`src/rtl/max_pool_stream.sv`:
```
// rtl/max_pool_stream.sv - streaming multi-channel signed max pool, stride POOL
// A window closes after POOL accepted beats or on last_i; its per-lane max is held in a registered output slot.
module max_pool_stream #(
  parameter int BW       = 8,
  parameter int CHANNELS = 8,
  parameter int POOL     = 2
) (
  input  logic                   clk_i,
  input  logic                   rst_i,
  input  logic [CHANNELS*BW-1:0] data_i,
  input  logic                   valid_i,
  input  logic                   last_i,
  output logic                   ready_o,
  output logic [CHANNELS*BW-1:0] data_o,
  output logic                   valid_o,
  output logic                   last_o,
  input  logic                   ready_i
);

  localparam int CW = (POOL > 1) ? $clog2(POOL) : 1;
  localparam int DW = CHANNELS * BW;
  localparam logic [CW-1:0] CNT_LAST = CW'(POOL - 1);

  logic [CW-1:0] cnt_q, cnt_d;
  logic [DW-1:0] acc_q, acc_d;
  logic [DW-1:0] data_q, data_d;
  logic          valid_q, valid_d;
  logic          last_q, last_d;
  logic [DW-1:0] cand;
  logic          acc_in, xfer, close;

  // ready depends only on the output slot, never on valid_i
  assign ready_o = !valid_q || ready_i;
  assign acc_in  = valid_i && ready_o;
  assign xfer    = valid_q && ready_i;
  assign close   = acc_in && ((cnt_q == CNT_LAST) || last_i);

  for (genvar c = 0; c < CHANNELS; c++) begin : g_lane
    logic signed [BW-1:0] in_s, acc_s;
    assign in_s = data_i[c*BW +: BW];
    assign acc_s = acc_q[c*BW +: BW];
    // the first beat of a window ignores whatever the accumulator still holds
    assign cand[c*BW +: BW] = ((cnt_q == '0) || (in_s > acc_s)) ? in_s : acc_s;
  end

  always_comb begin
    cnt_d   = cnt_q;
    acc_d   = acc_q;
    data_d  = data_q;
    valid_d = valid_q;
    last_d  = last_q;
    if (xfer) begin
      valid_d = 1'b0;
      last_d  = 1'b0;
    end
    if (acc_in) begin
      if (close) begin
        data_d  = cand;
        valid_d = 1'b1;
        last_d  = last_i;
        cnt_d   = '0;
      end else begin
        acc_d = cand;
        cnt_d = cnt_q + CW'(1);
      end
    end
  end

  always_ff @(posedge clk_i or posedge rst_i) begin
    if (rst_i) begin
      cnt_q   <= '0;
      acc_q   <= '0;
      data_q  <= '0;
      valid_q <= 1'b0;
      last_q  <= 1'b0;
    end else begin
      cnt_q   <= cnt_d;
      acc_q   <= acc_d;
      data_q  <= data_d;
      valid_q <= valid_d;
      last_q  <= last_d;
    end
  end

  assign data_o  = data_q;
  assign valid_o = valid_q;
  assign last_o  = last_q;

endmodule
```
`config.mk`:
```
export PLATFORM = sky130hd
export DESIGN_NAME = max_pool_stream
export DESIGN_NICKNAME = d
export VERILOG_FILES = /design/src/rtl/max_pool_stream.sv
export SDC_FILE = /design/constraint.sdc
export NUM_CORES = 1
export LEC_CHECK = 0
export ABC_CLOCK_PERIOD_IN_PS = 4100
export CAP_MARGIN = 25
export CORE_ASPECT_RATIO = 0.75
export CORE_MARGIN = 2
export CORE_UTILIZATION = 39
export DETAILED_ROUTE_END_ITERATION = 10
export DONT_BUFFER_PORTS = 1
export PLACE_DENSITY = 0.67
export SETUP_SLACK_MARGIN = 0.1
export SLEW_MARGIN = 20
export SYNTH_ARGS = -nofsm -noshare
export SYNTH_HDL_FRONTEND = slang
export SYNTH_SLANG_ARGS = --single-unit
```
`constraint.sdc`:
```
create_clock -name clk_i -period 4.1 [get_ports clk_i]
set_input_delay 0.82 -clock clk_i [delete_from_list [all_inputs] [get_ports clk_i]]
set_output_delay 0.82 -clock clk_i [all_outputs]
set_load 0.05 [all_outputs]
```
==> reports/metrics.cfg <==
[global_routing]
grt_max_degree=75
grt_pass1_wl_um=26250
grt_usage_pct=17.30
antenna_found_initial=0
first_global_vias=5244
grt-ovfl-total=0

[floorplan]
num_rows=42
fp.dieH_um=120.5
coreArea_um2=17660
start_util_pct=39.94
io_pins=136
die_area_um2=19190
die_width_um=159.3

[finish]
syn2layout_area_growth_pct=13.09
filler_cell_count=1653
multiInputGateArea_um2=3376
antennaDiodeCount=0
final_cell_count_no_fill=890
drive_above_1_share_pct=16.51
nNetsFinal=768
register_area_um2=3278

[clock_tree]
path_clk_slew_ns=0.06
clock_latency_ns=0.42
cts_resized=0
clock_path_buffers=2
cts_tree=yes
cts_root_buf=clkbuf_16
htreeDepth=4
cts_hold_buf=0
cts.sinks=131
cts_buffers=17
post_cts_buffers=0

[route]
wl_met3_um=1328
routed_wl_um=16080
drt_iter0_drc=359
met2_length_um=7383
highest_layer=met4
drc=0
routed_via_density=5.499
first_pass_iters=5
drt-wirelength-per-cell_um=18.07
vias=4894
routedLengthMet1_um=7202
detail-route-antenna-nets=0

[logic_synthesis]
synth_top_area_cell=dfrtp_1
synth_nets=761
synth_area_leaders=dfrtp_1 (46%), ha_1 (11%), a221o_1 (9.1%)
synthFlopType=dfrtp_1
synth_top_area_share_pct=46.48
syn_inst=628
synth-edff-count=0
yosys-top-cells-count=dfrtp_1 (131), inv_1 (86), a221o_1 (64), ha_1 (64), mux2_2 (55)
async_reset_ff_share_pct=100.0
yosysUniqueCellTypes=40
ys_warn_count=0
avgSynthCellArea_um2=11.23
yosysMostFrequentCell=dfrtp_1
ys_seq_elements=131
netlist_area_um2=7053
seq_area_frac_synth_pct=46.48

[place]
dpl.hpwl_um=11240
post-place-cells=857
post-place-ws_ns=1.168
io_buffers=0
gp_congestion=0.8334

[pwr]
power_density_nw_per_um2=721.9
leakagePower_nw=3.761
ir_worst_vdd_uv=397.3
power.total_mw=5.758

[timing]
final-hold-violation-count=0
worstMarginPinSlew_ns=0.8636
period_minus_slack_ns=2.772
finalCritPeriodShare_pct=67.60
grt_setup_unrepaired=false
max_freq_mhz=360.8
final.setup.worst_slack_ns=1.328
clock_skew_ns=0.01331
setup_violations=0
max-slew-margin-rel_pct=42.31
setup_tns_ns=0
maxSlewViolCount=0

[job]
cap_viol_max_count=0

[worst_setup_path]
regToRegStartpoint=valid_o
path_cells=nand2b_1, buf_4, nand3_1, a21oi_1, a221o_1
r2r-end=data_o[14]
rrSetupSlack_ns=1.33
crit_required_ns=4.45
crit_slowest_cell=a21oi_1
path_max_fanout=8
end_kind=flop
critPathKind=flop to flop
cp.arrival_ns=3.12
start_kind=flop
worstRegToRegCells=5
critPathMaxStageDelay_ns=0.82

[hold_path]
hp-class=input port to asynchronous set/reset pin

[outcome]
outcome=complete, no violations

power by group:
| group | total (mW) | internal (mW) | switching, mW |
|---|---|---|---|
| clock | 1.54 | 0.971 | 0.568 |
| sequential | 2.87 | 1.71 | 1.16 |
| combinational | 1.35 | 0.699 | 0.652 |
critical path, delay by kind of cell, from the launching register on:
kind,cells,cell delay [ns]
and+or+nand+nor,2,0.79
DFF,1,0.58
buffers and inverters,1,0.26
AOI/OAI and AO/OA,2,1.08
layout make-up:
type | count | share of cell area (%)
Clock buffer | 19 | 5.553
Clock inverter | 13 | 2.008
Inverter | 86 | 4.094
Multi-Input combinational cell | 392 | 42.32
Sequential cell | 131 | 41.10
Tap cell | 242 | 3.796
Timing Repair Buffer | 7 | 1.129
layout by cell type, fill, tap and decap left out, types with 5 or more instances in the layout:
cell type  Yosys  layout
o22ai_1        5       5
a21oi_1       20      20
a221o_1       64      64
o31ai_1        5       5
inv_1         86      85
and2_1        45      45
or3_1          7       7
a211oi_1      12      12
ha_1          64      64
nand2b_1       7       7
o21ai_0       13      13
nand2_1       25      25
and3_1         5       5
nand4_1        9       9
dfrtp_1      131     131
and2_0        14      14
clkbuf_16      0      17
mux2_2        55      55
routing by layer:
layer  global-route usage, %  vias to the layer above
met1                   21.02                     2419
met5                       0                        -
met4                   6.364                        0
met2                   27.93                      144
li1                        -                     2315
met3                   6.895                       16
stage by stage:
stage / area, um2 / utilization (%) / hold WS [ns]
floorplan: 7057 / - / 0.4726
finish: 7976 / 45.17 / 0.4437
global placement: 7353 / 41.65 / 0.4968
CTS: 7956 / 45.06 / 0.4648
global route: 7976 / 45.17 / 0.4977
detailed placement: 7353 / 41.65 / 0.5052
cells by family (layout without fill, tap and decap cells):
logic type / count (synthesis) / after routing / synth area share, %
flip-flops: 131 / 131 / 46.48
buffers and inverters: 105 / 125 / 5.765
adder cells (fa/ha/maj): 64 / 64 / 11.35
AND/OR/NAND/NOR: 132 / 132 / 10.89
multiplexers: 55 / 55 / 8.781
AO/OA/AOI/OAI: 141 / 141 / 16.73
state kept, by name (all words and copies together) (netlist names):
signal   flops
cnt_q        1
data_o      64
last_o       1
acc_q       64
valid_o      1
worst max path at each step:
stage | end | cells past startpoint | startpoint
finish | data_o[14] | 5 | valid_o
global placement | data_o[33] | 5 | ready_i
CTS | data_o[9] | 5 | valid_o
detailed placement | data_o[9] | 5 | ready_i
global route | data_o[15] | 5 | valid_o
floorplan | data_o[24] | 6 | data_i[31]
Note: power is estimated with default switching activity, not from simulation.
